$ cat src/rtl/smem_pkg.sv
// Shared encodings for the seed-extension pipeline stages.
// Status codes, FSM states and beat classification.
package smem_pkg;

  localparam logic [5:0] BCK_INI = 6'b00_1000;
  localparam logic [5:0] BCK_RUN = 6'b01_0000;
  localparam logic [5:0] BUBBLE  = 6'b00_0000;

  typedef enum logic {
    ST_IDLE = 1'b0,
    ST_RUN  = 1'b1
  } bck_state_e;

  typedef enum logic [1:0] {
    BT_BUB = 2'd0,
    BT_INI = 2'd1,
    BT_RUN = 2'd2
  } beat_e;

  function automatic beat_e beat_kind(input logic [5:0] s);
    beat_e k;
    case (s)
      BCK_INI: k = BT_INI;
      BCK_RUN: k = BT_RUN;
      default: k = BT_BUB;
    endcase
    return k;
  endfunction

endpackage

$ cat src/rtl/bck_decide.sv
// Per-beat decision logic for the backward extension stage:
// break detection and mem/curr store qualification.
module bck_decide #(
  parameter int ADDR_W  = 7,
  parameter int INTV_W  = 64,
  parameter int AMBIG_C = 4
) (
  input  logic              boundary_i,
  input  logic [ADDR_W-1:0] bck_i_i,
  input  logic [7:0]        base_i,
  input  logic [INTV_W-1:0] ok_x2_i,
  input  logic [INTV_W-1:0] min_intv_i,
  input  logic [ADDR_W:0]   new_size_i,
  input  logic [ADDR_W-1:0] mem_addr_i,
  input  logic [ADDR_W-1:0] last_mem_info_i,
  input  logic [INTV_W-1:0] last_token_i,
  output logic              brk_o,
  output logic              cond_mem_o,
  output logic              cond_curr_o,
  output logic [ADDR_W-1:0] new_i_o
);

  logic size_zero;

  assign size_zero = new_size_i == '0;

  assign new_i_o = boundary_i ? '0 : bck_i_i + 1'b1;

  assign brk_o = (base_i >= 8'(AMBIG_C))
              || boundary_i
              || (ok_x2_i < min_intv_i);

  // Only the first break of an iteration may record a mem entry.
  assign cond_mem_o = brk_o && size_zero
                   && ((mem_addr_i == '0)
                    || (new_i_o < last_mem_info_i));

  assign cond_curr_o = !brk_o
                    && (size_zero || (ok_x2_i != last_token_i));

endmodule

$ cat src/rtl/backward_ctrl_stage.sv
// Backward extension control stage: tracks one read,
// emits mem/curr store writes and next-stage context.
module backward_ctrl_stage
  import smem_pkg::*;
#(
  parameter int MAX_READ   = 128,
  parameter int ADDR_W     = $clog2(MAX_READ),
  parameter int INTV_W     = 64,
  parameter int READ_NUM_W = 9,
  parameter int MEM_DEPTH  = 128,
  parameter int AMBIG_C    = 4
) (
  input  logic                  clk,
  input  logic                  rst,
  input  logic                  in_valid,
  output logic                  in_ready,
  input  logic [5:0]            in_status,
  input  logic [READ_NUM_W-1:0] in_read_num,
  input  logic [ADDR_W-1:0]     in_backward_x,
  input  logic [ADDR_W-1:0]     in_fwd_size,
  input  logic [INTV_W-1:0]     in_min_intv,
  input  logic [7:0]            in_base,
  input  logic [INTV_W-1:0]     in_ok_x0,
  input  logic [INTV_W-1:0]     in_ok_x1,
  input  logic [INTV_W-1:0]     in_ok_x2,
  input  logic [INTV_W-1:0]     in_p_x0,
  input  logic [INTV_W-1:0]     in_p_x1,
  input  logic [INTV_W-1:0]     in_p_x2,
  input  logic [INTV_W-1:0]     in_p_info,
  output logic                  out_valid,
  input  logic                  out_ready,
  output logic [READ_NUM_W-1:0] out_read_num,
  output logic [5:0]            out_status,
  output logic [ADDR_W-1:0]     out_backward_i,
  output logic [ADDR_W:0]       out_new_size,
  output logic                  out_last_one,
  output logic                  mem_we,
  output logic [ADDR_W-1:0]     mem_addr,
  output logic [INTV_W-1:0]     mem_x0,
  output logic [INTV_W-1:0]     mem_x1,
  output logic [INTV_W-1:0]     mem_x2,
  output logic [INTV_W-1:0]     mem_info,
  output logic                  curr_we,
  output logic [ADDR_W-1:0]     curr_addr,
  output logic [INTV_W-1:0]     curr_x0,
  output logic [INTV_W-1:0]     curr_x1,
  output logic [INTV_W-1:0]     curr_x2,
  output logic [INTV_W-1:0]     curr_info,
  output logic                  err_overflow
);

  localparam logic [ADDR_W-1:0] MEM_TOP = ADDR_W'(MEM_DEPTH - 1);

  bck_state_e state_q, state_d;
  beat_e kind;

  logic acc, ini_beat, run_beat;
  logic last_tok, last_one;
  logic brk, cond_mem, cond_curr;
  logic [ADDR_W-1:0] new_i;

  logic [ADDR_W-1:0] bi_q, bi_d;
  logic [ADDR_W-1:0] maddr_q, maddr_d;
  logic [ADDR_W-1:0] caddr_q, caddr_d;
  logic [ADDR_W-1:0] lmi_q, lmi_d;
  logic [ADDR_W-1:0] j_q, j_d;
  logic [ADDR_W-1:0] fsz_q, fsz_d;
  logic [ADDR_W:0]   ns_q, ns_d;
  logic [INTV_W-1:0] ltok_q, ltok_d;
  logic bnd_q, bnd_d;
  logic err_d, mwe_d, cwe_d;

  assign in_ready = !out_valid || out_ready;
  assign acc      = in_valid && in_ready;
  assign kind     = beat_kind(in_status);
  assign ini_beat = acc && kind == BT_INI;
  assign run_beat = acc && kind == BT_RUN
                 && state_q == ST_RUN;
  assign last_tok = j_q == fsz_q - 1'b1;
  assign last_one = ns_q == '0 && cond_curr && last_tok;

  bck_decide #(
    .ADDR_W (ADDR_W),
    .INTV_W (INTV_W),
    .AMBIG_C(AMBIG_C)
  ) u_decide (
    .boundary_i     (bnd_q),
    .bck_i_i        (bi_q),
    .base_i         (in_base),
    .ok_x2_i        (in_ok_x2),
    .min_intv_i     (in_min_intv),
    .new_size_i     (ns_q),
    .mem_addr_i     (maddr_q),
    .last_mem_info_i(lmi_q),
    .last_token_i   (ltok_q),
    .brk_o          (brk),
    .cond_mem_o     (cond_mem),
    .cond_curr_o    (cond_curr),
    .new_i_o        (new_i)
  );

  always_ff @(posedge clk or negedge rst) begin
    if (!rst) state_q <= ST_IDLE;
    else      state_q <= state_d;
  end

  always_comb begin
    state_d = state_q;
    unique case (1'b1)
      ini_beat:             state_d = ST_RUN;
      run_beat && last_one: state_d = ST_IDLE;
      default: ;
    endcase
  end

  always_comb begin
    bi_d    = bi_q;
    bnd_d   = bnd_q;
    ns_d    = ns_q;
    maddr_d = maddr_q;
    caddr_d = caddr_q;
    ltok_d  = ltok_q;
    lmi_d   = lmi_q;
    j_d     = j_q;
    fsz_d   = fsz_q;
    err_d   = err_overflow;
    mwe_d   = 1'b0;
    cwe_d   = 1'b0;
    unique case (1'b1)
      ini_beat: begin
        bnd_d   = in_backward_x == '0;
        bi_d    = bnd_d ? '0 : in_backward_x - 1'b1;
        ns_d    = '0;
        maddr_d = '0;
        caddr_d = in_fwd_size - 1'b1;
        ltok_d  = '0;
        lmi_d   = '0;
        j_d     = '0;
        fsz_d   = in_fwd_size;
      end
      run_beat: begin
        j_d = last_tok ? '0 : j_q + 1'b1;
        if (cond_mem) begin
          lmi_d = new_i;
          if (maddr_q == MEM_TOP) begin
            err_d = 1'b1;
          end else begin
            mwe_d   = 1'b1;
            maddr_d = maddr_q + 1'b1;
          end
        end
        // Overflow keeps bookkeeping but drops the store write.
        if (cond_curr) begin
          ltok_d = in_ok_x2;
          ns_d   = ns_q + 1'b1;
          if (caddr_q == '0) begin
            err_d = 1'b1;
          end else begin
            cwe_d   = 1'b1;
            caddr_d = caddr_q - 1'b1;
          end
        end
      end
      default: ;
    endcase
  end

  always_ff @(posedge clk or negedge rst) begin
    if (!rst) begin
      bi_q         <= '0;
      bnd_q        <= 1'b0;
      ns_q         <= '0;
      maddr_q      <= '0;
      caddr_q      <= '0;
      ltok_q       <= '0;
      lmi_q        <= '0;
      j_q          <= '0;
      fsz_q        <= '0;
      err_overflow <= 1'b0;
    end else begin
      bi_q         <= bi_d;
      bnd_q        <= bnd_d;
      ns_q         <= ns_d;
      maddr_q      <= maddr_d;
      caddr_q      <= caddr_d;
      ltok_q       <= ltok_d;
      lmi_q        <= lmi_d;
      j_q          <= j_d;
      fsz_q        <= fsz_d;
      err_overflow <= err_d;
    end
  end

  always_ff @(posedge clk or negedge rst) begin
    if (!rst) begin
      out_valid      <= 1'b0;
      out_read_num   <= '0;
      out_status     <= BUBBLE;
      out_backward_i <= '0;
      out_new_size   <= '0;
      out_last_one   <= 1'b0;
    end else if (acc) begin
      out_valid      <= 1'b1;
      out_read_num   <= in_read_num;
      out_status     <= ini_beat ? BCK_INI :
                        run_beat ? BCK_RUN : BUBBLE;
      out_backward_i <= bi_d;
      out_new_size   <= ns_d;
      out_last_one   <= run_beat && last_one;
    end else if (out_ready) begin
      out_valid <= 1'b0;
    end
  end

  always_ff @(posedge clk or negedge rst) begin
    if (!rst) begin
      mem_we   <= 1'b0;
      mem_addr <= '0;
      mem_x0   <= '0;
      mem_x1   <= '0;
      mem_x2   <= '0;
      mem_info <= '0;
    end else begin
      mem_we <= mwe_d;
      if (mwe_d) begin
        mem_addr <= maddr_q;
        mem_x0   <= in_p_x0;
        mem_x1   <= in_p_x1;
        mem_x2   <= in_p_x2;
        mem_info <= (INTV_W'(new_i) << 32)
                  | INTV_W'(in_p_info[31:0]);
      end
    end
  end

  always_ff @(posedge clk or negedge rst) begin
    if (!rst) begin
      curr_we   <= 1'b0;
      curr_addr <= '0;
      curr_x0   <= '0;
      curr_x1   <= '0;
      curr_x2   <= '0;
      curr_info <= '0;
    end else begin
      curr_we <= cwe_d;
      if (cwe_d) begin
        curr_addr <= caddr_q;
        curr_x0   <= in_ok_x0;
        curr_x1   <= in_ok_x1;
        curr_x2   <= in_ok_x2;
        curr_info <= in_p_info;
      end
    end
  end

endmodule

$ cat config.mk
export PLATFORM = sky130hd
export DESIGN_NAME = backward_ctrl_stage
export DESIGN_NICKNAME = d
export VERILOG_FILES = /design/src/rtl/smem_pkg.sv /design/src/rtl/bck_decide.sv /design/src/rtl/backward_ctrl_stage.sv
export SDC_FILE = /design/constraint.sdc
export NUM_CORES = 1
export LEC_CHECK = 0
export CAP_MARGIN = 25
export CORE_AREA = 2 2 438 440
export CTS_CLUSTER_SIZE = 8
export DETAILED_ROUTE_END_ITERATION = 12
export DIE_AREA = 0 0 440 442
export PLACE_DENSITY = 0.4
export SLEW_MARGIN = 0
export SYNTH_ARGS = -nofsm -noshare
export SYNTH_HDL_FRONTEND = slang
export SYNTH_SLANG_ARGS = --single-unit
$ cat constraint.sdc
create_clock -name clk -period 3.4 [get_ports clk]
set_input_delay 0.68 -clock clk [delete_from_list [all_inputs] [get_ports clk]]
set_output_delay 0.68 -clock clk [all_outputs]
set_load 0.03 [all_outputs]
==> results of run 1 <==
-- repair_timing --
action | in CTS | in global routing
hold buffers | 0 | 0
buffers inserted | 2 | 17
setup endpoints to repair | 317 | 501
endpoints found under the hold margin | 0 | 0
gates resized for setup | 4 | 50
gates cloned | 0 | 18
pin swaps | 1 | 14
-- sequential cells by signal, summed over array words and instances (netlist names), 8 cells and up --
name / cells
curr_info: 64
curr_x0: 64
curr_x1: 64
curr_x2: 64
ltok_q: 64
mem_x0: 64
mem_x1: 64
mem_x2: 64
mem_info: 39
out_read_num: 9
ns_q: 8
out_new_size: 8
-- cell usage in the layout, fill, tap and decap left out, types with 5 or more instances in the layout --
cell and instances:
nor2_1 34, nand2b_1 12, mux2_1 190, mux2i_1 8
nor4_1 16, o211ai_1 9, nand4_1 26, clkbuf_8 5
a21o_1 12, xor2_1 44, nand2_1 260, and3_1 5
clkbuf_1 12, mux2_2 144, a31oi_1 11, buf_4 219
clkdlybuf4s50_1 1080, buf_16 9, nand3_1 15, diode_2 8
buf_8 5, clkbuf_16 109, a21oi_1 30, ha_1 77
mux2_4 169, o21ai_0 108, a22o_1 6, nor3_1 14
buf_12 29, buf_6 13, dfrtp_1 648, conb_1 29
inv_1 88, and2_1 5, o31ai_1 5, xnor2_1 42
-- per-stage QoR --
step                utilization (%)  instance area, sq um
detailed placement            23.40                 44360
floorplan                         -                 28820
global placement              23.40                 44360
CTS                           24.85                 47120
finish                        25.28                 47920
global route                  25.27                 47910
-- Yosys cell counts, types with 6 or more instances --
library cell / instances / share of area, %
nand3_1: 15 / 0.26
dfrtp_1: 648 / 56
buf_6: 19 / 0.75
o211ai_1: 9 / 0.24
o21ai_0: 110 / 1.9
mux2_4: 169 / 8.8
nand2b_1: 12 / 0.26
nor2_1: 38 / 0.50
a22o_1: 6 / 0.18
mux2i_1: 8 / 0.28
buf_2: 46 / 0.80
xor2_1: 44 / 1.3
nor3_1: 15 / 0.26
xnor2_1: 42 / 1.3
a31oi_1: 11 / 0.24
buf_4: 29 / 0.76
clkbuf_1: 29 / 0.38
inv_1: 88 / 1.2
nand2_1: 260 / 3.4
ha_1: 78 / 3.4
a21o_1: 12 / 0.31
a21oi_1: 31 / 0.54
mux2_1: 190 / 7.5
mux2_2: 144 / 5.6
nor4_1: 20 / 0.44
nand4_1: 26 / 0.57
-- worst max-delay path: stages --
cell and delay (ns):
clkdlybuf4s50_1 0.53, ha_1 0.27, a21o_1 0.18, a21o_1 0.17, a21oi_1 0.25, o211ai_1 0.25
a21o_1 0.23, buf_4 0.15, o21bai_4 0.23, nand3_4 0.12, buf_12 0.16, clkbuf_16 0.20
clkbuf_16 0.19, mux2_1 0.30
-- worst max path at each step --
stage	start	end	slack [ns]	depth (start not counted)
2_1_floorplan	in_min_intv[47]	curr_x0[0]	0.13	13
3_3_place_gp	in_status[0]	maddr_q[5]	-1.28	12
3_5_place_dp	in_ok_x2[31]	curr_x0[46]	-0.93	15
4_1_cts	in_ok_x2[31]	curr_x0[45]	0.03	15
5_1_grt	in_ok_x2[39]	mem_info[7]	-0.009	15
6_report	in_ok_x2[61]	mem_x2[38]	0.05	14
-- cells by family (layout without fill, tap and decap cells) --
| group | Yosys count | after routing | share of synthesized area, % |
|---|---|---|---|
| flops | 648 | 648 | 56.48 |
| mux | 511 | 511 | 22.22 |
| xor+xnor | 86 | 86 | 2.623 |
| other cells | 1 | 37 | 0.01306 |
| fa+ha+maj | 78 | 78 | 3.399 |
| buf+inv | 215 | 1584 | 3.926 |
| compound gates | 219 | 219 | 4.685 |
| simple gates | 423 | 423 | 6.659 |
-- power by group --
group	leakage, uW	switching (uW)	internal (uW)
clock	0.00133	3840	5350
combinational	0.0116	883	1010
sequential	0.00896	76.4	7810
-- metal layers --
metal	up-vias	share of wire (%)	global-route usage, %	routed length (um)
li1	10280	-	-	-
met1	11150	40	16.95	59210
met2	633	50	25.20	73400
met3	194	6.6	4.080	9683
met4	6	2.7	4.354	3882
met5	-	0.037	0	54
-- cell type report --
| class | count | area [sq um] | area share, % |
|---|---|---|---|
| Clock inverter | 12 | 234.0 | 0.4883 |
| Sequential cell | 648 | 16220 | 33.84 |
| Timing Repair Buffer | 1371 | 13870 | 28.95 |
| Clock buffer | 112 | 2491 | 5.199 |
| Multi-Input combinational cell | 1346 | 11600 | 24.20 |
| Tap cell | 2511 | 3142 | 6.557 |
| Antenna cell | 8 | 20.02 | 0.04178 |
| Inverter | 89 | 346.6 | 0.7233 |
==> impl_metrics.toml, run 1 <==
[placed_design]
port-buffer-count = 1083
dp.cells = 5929
gp_congestion = 0.8262
preCtsSetupSlack_ns = -0.9340
dp_hpwl_um = 116200

[timing]
fmax_ghz = 0.2989
final.setup_skew_ns = 0.03258
hold_slack_ns = 0.05202
final.setup.worst_slack_ns = 0.05454
relSlewSlack_pct = 36.67
min_period_over_period_pct = 98.40
final_hold_viol_count = 0
min_period_ns = 3.345
slew_violations = 0
tightest_slew_ns = 0.9500
setup_violations = 0
setup_tns_ns = 0
rsz0062_at_grt = "yes"

[clock_network]
cts.sinks = 648
cts_tree = "built"
insertion_delay_ns = 0.73
clk_path_buf_depth = 3
cts_root_buf = "clkbuf_16"
clk_pin_slew_ns = 0.07
htreeDepth = 3
cts_buffers = 95

[setup_path]
reg2regPathDepth = 16
timing.rr.end = "mem_x2[38]"
r2r-start = "bi_q[1]"
crit_fanout = 7
path_class = "primary input to flop"
start_kind = "primary input"
cp-end-kind = "flop"
r2r_slack_ns = 0.22
required_ns = 4.00
cp_data_arrival_time_ns = 3.94

[grt]
antenna_found_initial = 33
grt_pass1_vias = 23080
grt_pass1_wl_um = 195800
grtUsageTotal_pct = 14.42
overflow = 0
grt_max_degree = 100

[power]
p_leak_uw = 0.02194
total_power_uw = 18970
powerDensity_nw_per_um2 = 395.9
peakVddDrop_mv = 0.3410

[final_layout]
fin_cells = 6097
nNetsFinal = 4182
area_growth_pct = 66.89
fillerInstances = 19930
drive_gt1_share_pct = 20.79

[flow_run]
drv_cap = 0

[detailed_routing]
antenna_left = 0
wirelength_um = 146200
drt_iter0_drc = 867
wire_per_inst_um = 23.98
via_count = 22260
vias_per_cell = 3.651
drc = 0
dr.pass1.iters = 4

[floorplanning]
initial_utilization_pct = 15.14
rows = 160
io_pins = 1115
fp.dieW_um = 440
core_sq_um = 189600
die_area_sq_um = 194500
die_h_um = 442

[logic_synthesis]
avgSynthCellArea_sq_um = 13.16
synthFlopType = "dfrtp_1"
yosysSeqAreaShare_pct = 56.48
syn_inst = 2181
async_reset_ff_share_pct = 100.0
syn_area_sq_um = 28710
synth_cell_types = 69
synth_seq_cells = 648
yosys_warnings = 0
synth_edf_count = 0

[outcome]
outcome = "complete, no violations"

[min_path]
hp-class = "primary input to asynchronous set/reset pin"
Note: power is estimated with default switching activity, not from simulation.
==> run 2: changes to the inputs <==
- TNS_END_PERCENT: unset -> 5
==> impl_metrics.toml, run 2 (synthesis results as in run 1) <==
[grt]
grtUsageTotal_pct = 14.42
grt_max_degree = 100
use_met1_pct = 16.95
grt_pass1_vias = 23080
met2_usage_pct = 25.20
overflow = 0
antenna_found_initial = 33
grt_pass1_wl_um = 195800
busiest_layer = "met2"
gr-usage-met3_pct = 4.080

[timing]
min_period_over_period_pct = 98.35
final.setup.worst_slack_ns = 0.05619
final_hold_viol_count = 0
min_period_ns = 3.344
relSlewSlack_pct = 36.61
final.setup_skew_ns = 0.03285
slew_violations = 0
fmax_ghz = 0.2991
rsz0062_at_grt = "yes"
tightest_slew_ns = 0.9509
setup_violations = 0

[final_layout]
nNetsFinal = 4182
seq_area_sq_um = 16220
final_common_cell = "clkdlybuf4s50_1"
fillerInstances = 19930
drive_gt1_share_pct = 20.79
final_cell_mix = "clkdlybuf4s50_1, dfrtp_1, nand2_1, buf_4, mux2_1"
multi_input_area_sq_um = 11600
area_growth_pct = 66.84
post-route-util_pct = 25.27

[setup_path]
cp_data_arrival_time_ns = 3.94
cp_top_family = "compound AO/OA/AOI/OAI gates"
slowest_delay_ns = 0.53
required_ns = 4.00
cp_slowest_cell = "clkdlybuf4s50_1"
cp_num_buf_inv = 5
crit_fanout = 7
crit_top_cell = "a21o_1"
start_kind = "primary input"
crit_path_cell_trace = "clkdlybuf4s50_1 > ha_1 > a21o_1 > a21o_1 > a21oi_1 > o211ai_1 > a21o_1 > buf_4 > o21bai_4 > nand3_4 > buf_12 > clkbuf_16 > clkbuf_16 > mux2_1"
path_class = "primary input to flop"
cp-end-kind = "flop"

[clock_network]
cts_buffers = 95
clk_pin_slew_ns = 0.07
htreeDepth = 3
cts.sinks = 648
cts_root_buf = "clkbuf_16"
clk_path_buf_depth = 3
cts_tree = "built"
insertion_delay_ns = 0.73

[detailed_routing]
drt_iter0_drc = 875
dr.pass1.iters = 4
drc = 0
wire_per_inst_um = 23.97
vias_per_cell = 3.646
via_count = 22230
antenna_left = 0
wirelength_um = 146100

[placed_design]
port-buffer-count = 1083
gp_congestion = 0.8262
dp_hpwl_um = 116200
preCtsSetupSlack_ns = -0.9340

[min_path]
hp-class = "primary input to asynchronous set/reset pin"

[power]
peakVddDrop_mv = 0.3410
p_leak_uw = 0.02193
powerDensity_nw_per_um2 = 396.1

[floorplanning]
die_area_sq_um = 194500
rows = 160
initial_utilization_pct = 15.14
core_sq_um = 189600
fp.dieW_um = 440
io_pins = 1115
die_h_um = 442

[outcome]
outcome = "complete, no violations"

[flow_run]
drv_cap = 0
==> run 2: cell count changes in the layout (fill, tap and decap cells not counted), sizes merged <==
cell and delta:
clkbuf -1, diode -1, buf +1
==> run 2: layout make-up <==
class / count / area share [%]
flip-flops and latches: 648 / 33.85
diodes: 7 / 0.03657
repair buffers: 1371 / 28.93
inverters: 89 / 0.7235
clock buffers: 112 / 5.201
multi-input cells: 1346 / 24.21
well taps: 2511 / 6.559
clock inverters: 12 / 0.4885
==> run 2: what timing repair did <==
item,4_1_cts,5_1_grt
hold buffers,0,0
resized for setup,4,51
pin swaps,1,13
cloned,0,17
buffers inserted,2,17
setup endpoints to repair,317,501
==> run 2: stage by stage <==
step                setup TNS [ns]  hold slack, ns  instance area, sq um  std cells  power [uW]
floorplan                        0          0.3844                 28820       2209        8555
global placement           -585.87          0.4565                 44360       5928        9927
detailed placement         -463.92          0.4634                 44360       5929        9926
CTS                              0         0.02098                 47120       6055       19450
global route              -0.05164         0.04674                 47900       6094       19870
finish                           0         0.05074                 47900       6096       18970
==> run 2: power breakdown <==
part	switching (uW)	leakage [uW]	internal, uW	total, uW
sequential	76.4	0.00896	7810	7890
clock	3840	0.00133	5340	9190
combinational	882	0.0116	1010	1890
==> run 2: final timing paths <==
kind                              startpoint                end  slack, ns  depth (start not counted)
setup / recovery                in_ok_x2[61]         mem_x2[38]       0.06                         14
hold / removal                           rst      curr_info[34]       0.05                          1
setup reg to reg                     bi_q[1]           lmi_q[3]       0.22                         15
hold reg to reg            out_backward_i[1]  out_backward_i[1]       0.48                          2
max in group asynchronous                rst        curr_x0[48]       2.29                          3
min in group clk                in_ok_x2[35]         ltok_q[35]       0.35                          3
==> run 2: worst reg2reg max path: stages, from the launching register on <==
cell and delay, ns:
dfrtp_1 0.40, ha_1 0.22, nand3_1 0.11, xor2_1 0.18, nor2_2 0.09, ha_1 0.28, o21ai_0 0.07, nand2b_1 0.08
o41ai_2 0.07, buf_4 0.14, o211ai_1 0.29, buf_4 0.21, nor3_1 0.06, a221oi_2 0.30, buf_12 0.21, mux2_2 0.36
==> run 2: metal layers <==
layer	vias up	wire, um	share of wire [%]
met5	-	54	0.037
li1	10270	-	-
met4	6	3888	2.7
met2	616	73330	50
met3	195	9524	6.5
met1	11140	59310	41
